### src/rtl/sound_arbiter_pkg.sv
// Shared types and default tone table for the sound arbiter and the game-level wiring around it.
package sound_pkg;

  typedef enum logic [1:0] {
    ST_IDLE = 2'd0,
    ST_PLAY = 2'd1,
    ST_GAP  = 2'd2
  } state_e;

  // Default tone indices understood by the tone generator
  localparam logic [3:0] TONE_WELCOME = 4'd1;
  localparam logic [3:0] TONE_COUNT   = 4'd2;
  localparam logic [3:0] TONE_GO      = 4'd3;
  localparam logic [3:0] TONE_HIT     = 4'd4;

  // Default durations in ticks, matched to the tones above
  localparam logic [5:0] DUR_WELCOME  = 6'd8;
  localparam logic [5:0] DUR_COUNT    = 6'd2;
  localparam logic [5:0] DUR_GO       = 6'd4;
  localparam logic [5:0] DUR_HIT      = 6'd1;

endpackage

### src/rtl/sound_arbiter_priority_picker.sv
// Combinational fixed-priority picker: isolates the lowest set request bit.
module priority_picker #(
  parameter int REQ_COUNT = 4
) (
  input  logic [REQ_COUNT-1:0] req,
  output logic [REQ_COUNT-1:0] onehot,
  output logic                 valid
);

  // Two's-complement trick keeps only the lowest set bit
  assign onehot = req & (~req + REQ_COUNT'(1));
  assign valid  = |req;

endmodule

### src/rtl/sound_arbiter.sv
// Fixed-priority sharing of one tone generator among pulsed sound requesters, with a silent gap after each tone.
// Define SOUND_PREEMPT_EN to let a higher-priority pending request abort the current tone or gap.
module sound_arbiter
  import sound_pkg::*;
#(
  parameter int REQ_COUNT = 4,
  parameter int TONE_W    = 4,
  parameter int DUR_W     = 6,
  parameter int GAP_TICKS = 2
) (
  input  logic                        clk,
  input  logic                        resetN,
  input  logic                        tick,
  input  logic [REQ_COUNT-1:0]        reqVector,
  input  logic [REQ_COUNT*TONE_W-1:0] reqTones,
  input  logic [REQ_COUNT*DUR_W-1:0]  reqDurations,
  input  logic                        mute,
  output logic [TONE_W-1:0]           toneIndex,
  output logic                        toneEnable,
  output logic [REQ_COUNT-1:0]        grantVector,
  output logic                        busy
);

  state_e                 state_q, state_d;
  logic [REQ_COUNT-1:0]   pending_q, pending_d;
  logic [REQ_COUNT-1:0]   grant_q, grant_d;
  logic [TONE_W-1:0]      tone_q, tone_d;
  logic [DUR_W-1:0]       dur_q, dur_d;
  logic [DUR_W-1:0]       gap_q, gap_d;
  logic                   en_q, en_d;
  logic                   busy_q, busy_d;

  logic [REQ_COUNT-1:0]   pick_onehot_s;
  logic                   pick_valid_s;
  logic [TONE_W-1:0]      sel_tone_s;
  logic [DUR_W-1:0]       sel_raw_s;
  logic [DUR_W-1:0]       sel_dur_s;
  logic                   preempt_s;
  logic                   load_s;

  priority_picker #(.REQ_COUNT(REQ_COUNT)) u_picker (
    .req    (pending_q),
    .onehot (pick_onehot_s),
    .valid  (pick_valid_s)
  );

  // Mux the winning requester's tone and duration slices
  always_comb begin
    sel_tone_s = '0;
    sel_raw_s  = '0;
    for (int i = 0; i < REQ_COUNT; i++) begin
      sel_tone_s = sel_tone_s | (reqTones[i*TONE_W +: TONE_W] & {TONE_W{pick_onehot_s[i]}});
      sel_raw_s  = sel_raw_s  | (reqDurations[i*DUR_W +: DUR_W] & {DUR_W{pick_onehot_s[i]}});
    end
    sel_dur_s = (sel_raw_s == '0) ? DUR_W'(1) : sel_raw_s;
  end

`ifdef SOUND_PREEMPT_EN
  logic [REQ_COUNT-1:0] cur_q, cur_d;

  // A lower one-hot value means a lower index, hence higher priority than the current requester
  assign preempt_s = pick_valid_s && (state_q != ST_IDLE) && (pick_onehot_s < cur_q);
  assign cur_d     = load_s ? pick_onehot_s : cur_q;

  // Remembers the current/last granted requester for the preemption compare
  always_ff @(posedge clk or negedge resetN) begin
    if (!resetN) begin
      cur_q <= '0;
    end else begin
      cur_q <= cur_d;
    end
  end
`else
  assign preempt_s = 1'b0;
`endif

  assign load_s = pick_valid_s && ((state_q == ST_IDLE) || preempt_s);

  // Next-state logic for sequencing, counters and the grant pulse
  always_comb begin
    state_d = state_q;
    tone_d  = tone_q;
    dur_d   = dur_q;
    gap_d   = gap_q;
    grant_d = '0;
    case (state_q)
      ST_IDLE: begin
        state_d = ST_IDLE;
      end
      ST_PLAY: begin
        if (tick) begin
          if (dur_q == DUR_W'(1)) begin
            if (GAP_TICKS > 0) begin
              state_d = ST_GAP;
              gap_d   = DUR_W'(GAP_TICKS);
            end else begin
              state_d = ST_IDLE;
            end
          end else begin
            dur_d = dur_q - DUR_W'(1);
          end
        end else begin
          dur_d = dur_q;
        end
      end
      ST_GAP: begin
        if (tick) begin
          if (gap_q == DUR_W'(1)) begin
            state_d = ST_IDLE;
          end else begin
            gap_d = gap_q - DUR_W'(1);
          end
        end else begin
          gap_d = gap_q;
        end
      end
      default: begin
        state_d = ST_IDLE;
      end
    endcase
    // A load (from IDLE or by preemption) overrides any counter activity this cycle
    if (load_s) begin
      state_d = ST_PLAY;
      tone_d  = sel_tone_s;
      dur_d   = sel_dur_s;
      grant_d = pick_onehot_s;
    end else begin
      grant_d = '0;
    end
  end

  assign pending_d = (pending_q & ~grant_d) | reqVector;
  assign en_d      = (state_d == ST_PLAY) && !mute;
  assign busy_d    = (state_d != ST_IDLE);

  // State, counters and registered outputs
  always_ff @(posedge clk or negedge resetN) begin
    if (!resetN) begin
      state_q   <= ST_IDLE;
      pending_q <= '0;
      grant_q   <= '0;
      tone_q    <= '0;
      dur_q     <= '0;
      gap_q     <= '0;
      en_q      <= 1'b0;
      busy_q    <= 1'b0;
    end else begin
      state_q   <= state_d;
      pending_q <= pending_d;
      grant_q   <= grant_d;
      tone_q    <= tone_d;
      dur_q     <= dur_d;
      gap_q     <= gap_d;
      en_q      <= en_d;
      busy_q    <= busy_d;
    end
  end

  assign toneIndex   = tone_q;
  assign toneEnable  = en_q;
  assign grantVector = grant_q;
  assign busy        = busy_q;

endmodule

### config.mk
export PLATFORM = sky130hd
export DESIGN_NAME = sound_arbiter
export DESIGN_NICKNAME = d
export VERILOG_FILES = /design/src/rtl/sound_arbiter_pkg.sv /design/src/rtl/sound_arbiter_priority_picker.sv /design/src/rtl/sound_arbiter.sv
export SDC_FILE = /design/constraint.sdc
export NUM_CORES = 1
export LEC_CHECK = 0
export CAP_MARGIN = 15
export CELL_PAD_IN_SITES_DETAIL_PLACEMENT = 1
export CELL_PAD_IN_SITES_GLOBAL_PLACEMENT = 1
export CORE_UTILIZATION = 33
export DETAILED_ROUTE_END_ITERATION = 7
export PLACE_DENSITY = 0.8
export SLEW_MARGIN = 40
export SYNTH_ARGS = -nofsm -noshare
export SYNTH_HDL_FRONTEND = slang
export SYNTH_SLANG_ARGS = --single-unit
### constraint.sdc
create_clock -name clk -period 2.9 [get_ports clk]
set_input_delay 0.725 -clock clk [delete_from_list [all_inputs] [get_ports clk]]
set_output_delay 0.725 -clock clk [all_outputs]
set_load 0.05 [all_outputs]
==> impl_results.md, run 1 <==
* Largest net degree at the start of global routing at 29
* Final worst path period need at 2559 ps
* Synthesized cell area at 1630 µm²
* Mux share of post-synthesis cell area at 1.228%
* Root Buffer: clkbuf_8
* Top delay family on crit path: simple AND/OR/NAND/NOR gates
* Syn Inst Count at 173
* Row cnt at 25
* Relative slew slack at 53.72%
* Pwr dens at 799.5 nW/µm²
* Final net count at 287
* Die ar. at 5225 µm²
* Internal at 1097 µW
* First-pass iteration count of the detailed router at 4
* Lkg Pwr at 0.0009641 µW
* Sw Pwr at 803.8 µW
* CP endpoint kind: flip-flop
* Post-detail-place hpwl at 3516 µm
* Post-synth cell types at 36
* Crit Path Max Fanout at 5
* CP Class: in -> reg
* Fin. Hold Viols at 0
* Critical path required time at 3110 ps
* # IOs at 58
* Setup violations, final at 0
* Synth area leaders: dfrtp_1 (43%), ha_1 (5.4%), a22oi_1 (4.1%), a21oi_1 (3.7%), nand2_1 (3.0%)
* Vias at 1507
* Antenna fix cells at 0
* Logic pwr share at 48.9%
* Peak Freq at 0.3908 GHz
* Outcome: completed
* Metal2 WL at 2365 µm
* WP buf/inv at 1
* Period utilization at 88.23%
* DRT iter0 DRCs at 23
* Area growth syn-to-layout at 45.82%
* Max-Cap Viols at 0
* Seq/Total Area, Yosys at 42.98%
* Met3 WL at 126 µm
* Post-Synth XOR/XNOR Area at 4.298%
* Longest Clk Path Bufs at 2
* Final Core Density at 50.33%
* Initial Utilization at 34.52%
* Hold Slack at 487.3 ps
* Fin cells at 298
* Core ar. at 4723 µm²
* Max-slew violations at 0
* Synth Area in Compound Gates at 21.18%
* DRC viols at 0
* Sequential Power Share at 34.7%
* Number of synthesized register bits at 28
* Number of hold buffers added after CTS at 0
* EDFF count, synth at 0
* Switch share at 42.29%
* HP Class: reg -> reg
* Placed Cells at 294
* Simple-gate share of the synthesized area at 20.80%
* Total grt overflow at 0
* Routability Congestion at 0.7507
* Clk pwr share at 16.4%
* Setup TNS at 0 ps
* CTS tree: done
* Arrival time worst endpoint at 2770 ps
* Worst Max-Slew Pin Slew at 692.7 ps
* Asr flop ratio synth at 100.0%
* Highest metal used: met4
* Post-DRT Antenna Nets at 0
* CTS sink cnt at 28
* Die width at 72.29 µm
* Number of setup buffers added after CTS at 0
* Critical path's slowest cell: clkdlybuf4s50_1
* Max incr delay on CP at 520 ps
* Peak VDD IR at 0.3834 mV
* Drt via density at 5.057
* CTS Buf Count at 3
* Layout cells sized above 1 at 6.926%
* Synthesized net count at 228
* Wire per inst at 15.10 µm
* Dominant cell type by area after synthesis: dfrtp_1
* Port Buf Inserts at 57
* RSZ-0062 raised after global routing: no
* # resized after CTS at 0
* Main combinational cell family by area after synthesis: compound AO/OA/AOI/OAI gates
* First-pass GRT wire length at 7500 µm
* Worst-Skew Late Latency at 270 ps
* Mean post-synth cell area at 9.424 µm²
* Vias in the first global route at 1551
* Synth Warn # at 0
* Yosys top cell area share at 42.98%
* Htree depth at 1
* WL final at 4499 µm
* Initial antenna violation count at 0
* Clock Skews at 3.406 ps
* CP cell instances: clkdlybuf4s50_1 > nor2b_1 > a21boi_0 > or4b_4 > or4_1 > a21oi_1
* Ys flop type: dfrtp_1
* Die Ht at 72.29 µm
* Critical path launch point type: input port
* Clock slew at reported path FFs at 100 ps
* GRT Util Overall at 18.72%
* Post-Route M1 WL at 1938 µm
* Post-Synth Adder-Cell Area at 5.372%
[path summary, 6_finish.rpt]
path                       slack, ps          from  depth (start not counted)              to
max                              340          tick                          6        gap_q[5]
min                              490  toneIndex[0]                          2    toneIndex[0]
max reg2reg                      690      dur_q[2]                          5        gap_q[5]
min reg2reg                      490  toneIndex[0]                          2    toneIndex[0]
max in group asynchronous       1810        resetN                          2  grantVector[2]
min in group asynchronous        820        resetN                          2        gap_q[1]
[layer usage]
metal / track usage [%] / up-vias
met1: 23.33 / 742
met2: 32.61 / 26
met4: 6.972 / 0
met5: 0 / -
met3: 2.917 / 6
li1: - / 733
[cell type report]
cell class	count	area [µm²]
multi-input combinational	127	875.8
fill	547	2346
sequential	28	700.7
inverter	10	37.54
clock buffer	3	41.29
timing repair buffer	62	608.1
tap	67	83.83
clock inverter	1	30.03
[worst register-to-register path, delay by kind of cell (launching register included)]
family	cells	cell delay, ps
AOI/OAI and AO/OA	2	360
DFF	1	470
and+or+nand+nor	3	1320
[flip-flops by register name, indices dropped and copies added (netlist names)]
name / cells
toneIndex: 4
busy: 1
pending_q: 4
grantVector: 4
toneEnable: 1
state_q: 2
gap_q: 6
dur_q: 6
[cells in the mapped netlist (2+ instances only)]
cell / n
dfrtp_1: 28
nand2_1: 13
a211oi_1: 3
inv_1: 10
nand3_1: 3
nor2b_1: 7
xor2_1: 4
nor3_1: 4
nor4b_1: 2
a21o_1: 3
nor2_1: 13
clkbuf_1: 8
o21ai_0: 9
a21oi_1: 12
a22oi_1: 9
a21boi_0: 2
mux2i_1: 2
ha_1: 7
o21a_1: 4
a221oi_1: 5
nand3b_1: 3
xnor2_1: 4
a31oi_1: 2
nand2b_1: 4
[stage by stage]
step	worst slack [ps]	total power, µW	area (µm²)
after floorplan	779.6	1261	1630
after global placement	178.3	1561	2306
after detailed placement	46.46	1598	2306
after CTS	343.9	1924	2377
after global routing	229.7	2046	2377
final	341.4	1901	2377
[cells in the final DEF, fill, tap and decap left out, types with 2 or more instances in the layout]
master	instances
inv_1	10
a21o_1	3
clkbuf_8	3
a211oi_1	3
xor2_1	4
nor2_1	13
nor3_1	4
nand2b_1	4
a31oi_1	2
o21ai_0	9
nor2b_1	7
a21oi_1	12
nand3_1	3
clkdlybuf4s50_1	57
a22oi_1	9
xnor2_1	4
nand2_1	13
buf_4	5
ha_1	7
o21a_1	4
mux2i_1	2
a21boi_0	2
nand3b_1	3
a221oi_1	5
dfrtp_1	28
[power groups by stage]
stage,combinational [µW],clock [µW],sequential [µW]
floorplan,451,0,809
global placement,900,0,661
detailed placement,932,0,666
CTS,942,320,662
global route,1020,341,680
finish,929,312,660
[cell families (layout without fill, tap and decap cells)]
| group | count (synthesis) | in the layout |
|---|---|---|
| flops | 28 | 28 |
| compound gates | 52 | 52 |
| fa+ha+maj | 7 | 7 |
| xor+xnor | 8 | 8 |
| simple gates | 58 | 58 |
| mux | 2 | 2 |
| buf+inv | 18 | 76 |
Note: power is estimated with default switching activity, not from simulation.
==> run 2, diff against run 1 <==
- PLACE_DENSITY: 0.8 -> default
- PLACE_DENSITY_LB_ADDON: default -> 0.1
==> impl_results.md, run 2 (synthesis gave the netlist of run 1 again) <==
* Outcome: completed
* Final worst setup slack at 345.8 ps
* Initial antenna violation count at 0
* Fin. Hold Viols at 0
* WHS Path Cells at 2
* Longest Clk Path Bufs at 2
* Total grt overflow at 0
* Routability Congestion at 0.7424
* Number of setup buffers added after CTS at 0
* CP Class: in -> reg
* Period utilization at 88.08%
* Layout cells sized above 1 at 6.114%
* Hold wc startpoint: toneIndex[2]
* Drt via density at 4.949
* Worst Max-Slew Pin Slew at 773.1 ps
* Placement Setup Slack at 30.66 ps
* First-pass iteration count of the detailed router at 4
* First-pass GRT wire length at 7134 µm
* GRT Util Overall at 17.57%
* DRT iter0 DRCs at 48
* Die width at 72.29 µm
* # IOs at 58
* Post-detail-place hpwl at 3601 µm
* CTS sink cnt at 28
* Crit Path Max Fanout at 5
* Antenna fix cells at 0
* # resized after CTS at 0
* RSZ-0062 raised after global routing: no
* DRC viols at 0
* Wire per inst at 15.17 µm
* Largest registers: dur_q (6), gap_q (6)
* R2R depth at 5
* Fin cells at 296
* Max-slew violations at 0
* Hold Crit Endpoint: toneIndex[2]
* Commonest non-fill, non-tap cell in the layout: clkdlybuf4s50_1
* Peak Freq at 0.3915 GHz
* Clock slew at reported path FFs at 100 ps
* Die ar. at 5225 µm²
* Area growth syn-to-layout at 43.90%
* Setup violations, final at 0
* Clock Skews at 3.676 ps
* FF/Latch Area at 700.7 µm²
* Number of hold buffers added after CTS at 0
* Relative slew slack at 48.46%
* Critical path launch point type: input port
* Initial Utilization at 34.52%
* Peak VDD IR at 0.4375 mV
* Largest net degree at the start of global routing at 29
* Reg2reg start: dur_q[3]
* Htree depth at 1
* Die Ht at 72.29 µm
* Fillers at 525
* Lkg Pwr at 0.0009483 µW
* Post-DRT Antenna Nets at 0
* Root Buffer: clkbuf_8
* CTS Buf Count at 3
* Vias in the first global route at 1533
* Final net count at 285
* R2r setup slk at 640 ps
* Arrival time worst endpoint at 2750 ps
* Max-Cap Viols at 0
* Multi-input gate area at 875.8 µm²
* WL final at 4490 µm
* Row cnt at 25
* CP endpoint kind: flip-flop
* R2r endpoint: gap_q[5]
* Critical path required time at 3100 ps
* Final worst path period need at 2554 ps
* HP Class: reg -> reg
* Worst-Skew Late Latency at 270 ps
* Setup TNS at 0 ps
* Core ar. at 4723 µm²
* Pwr dens at 771.9 nW/µm²
* Placed Cells at 292
* Port Buf Inserts at 57
* Vias at 1465
* Most frequent cells in the layout: clkdlybuf4s50_1 (57), dfrtp_1 (28), nand2_1 (13), nor2_1 (13), a21oi_1 (12)
* CTS tree: done
## run 2: changes by cell type in the layout (fill, tap and decap cells not counted), sizes merged
cell    before  now
buf          5    3
bufinv       1    0
clkbuf       3    4
## run 2: worst max path at each step
| stage | slack [ps] | cells past startpoint | start | to |
|---|---|---|---|---|
| floorplan | 780 | 5 | tick | gap_q[5] |
| global placement | 170 | 6 | tick | gap_q[5] |
| detailed placement | 30 | 6 | tick | gap_q[5] |
| CTS | 330 | 6 | tick | gap_q[5] |
| global route | 260 | 6 | tick | gap_q[5] |
| finish | 350 | 6 | tick | gap_q[5] |
## run 2: layout make-up
type	instances	share of cell area, %
clock buffer	4	2.347
inverter	10	1.600
multi-input combinational	127	37.33
sequential	28	29.87
tap	67	3.573
timing repair buffer	60	25.28
## run 2: report_power, final
part	internal, µW	switching, µW	total [µW]
clock network	122	122	243
logic	376	507	883
registers	527	158	685
## run 2: metal layers
layer / GRT usage [%] / vias up / part of all wire [%]
met5: 0 / - / 0
met1: 23.23 / 707 / 46
li1: - / 729 / -
met4: 5.882 / 0 / 1.1
met2: 29.39 / 25 / 50
met3: 2.639 / 4 / 2.8
## run 2: worst max-delay path: stages
cell	delay (ps)
clkdlybuf4s50_1	530
nor2b_1	190
a21boi_0	220
or4b_4	510
or4_1	420
a21oi_1	160
## run 2: metrics by stage
step	total power [µW]	hold slack (ps)	area (µm²)	util, %
floorplan	1261	429.4	1630	-
global placement	1541	469.0	2291	48.50
detailed placement	1587	480.2	2291	48.50
CTS	1841	503.1	2346	49.67
global route	1950	543.7	2346	49.67
finish	1811	491.6	2346	49.67
==> run 3, diff against run 2 <==
- PLACE_DENSITY: default -> 0.8
- PLACE_DENSITY_LB_ADDON: 0.1 -> default
==> results of run 3 <==
Same layout as run 1: the final DEF is identical, and so are final timing and power.
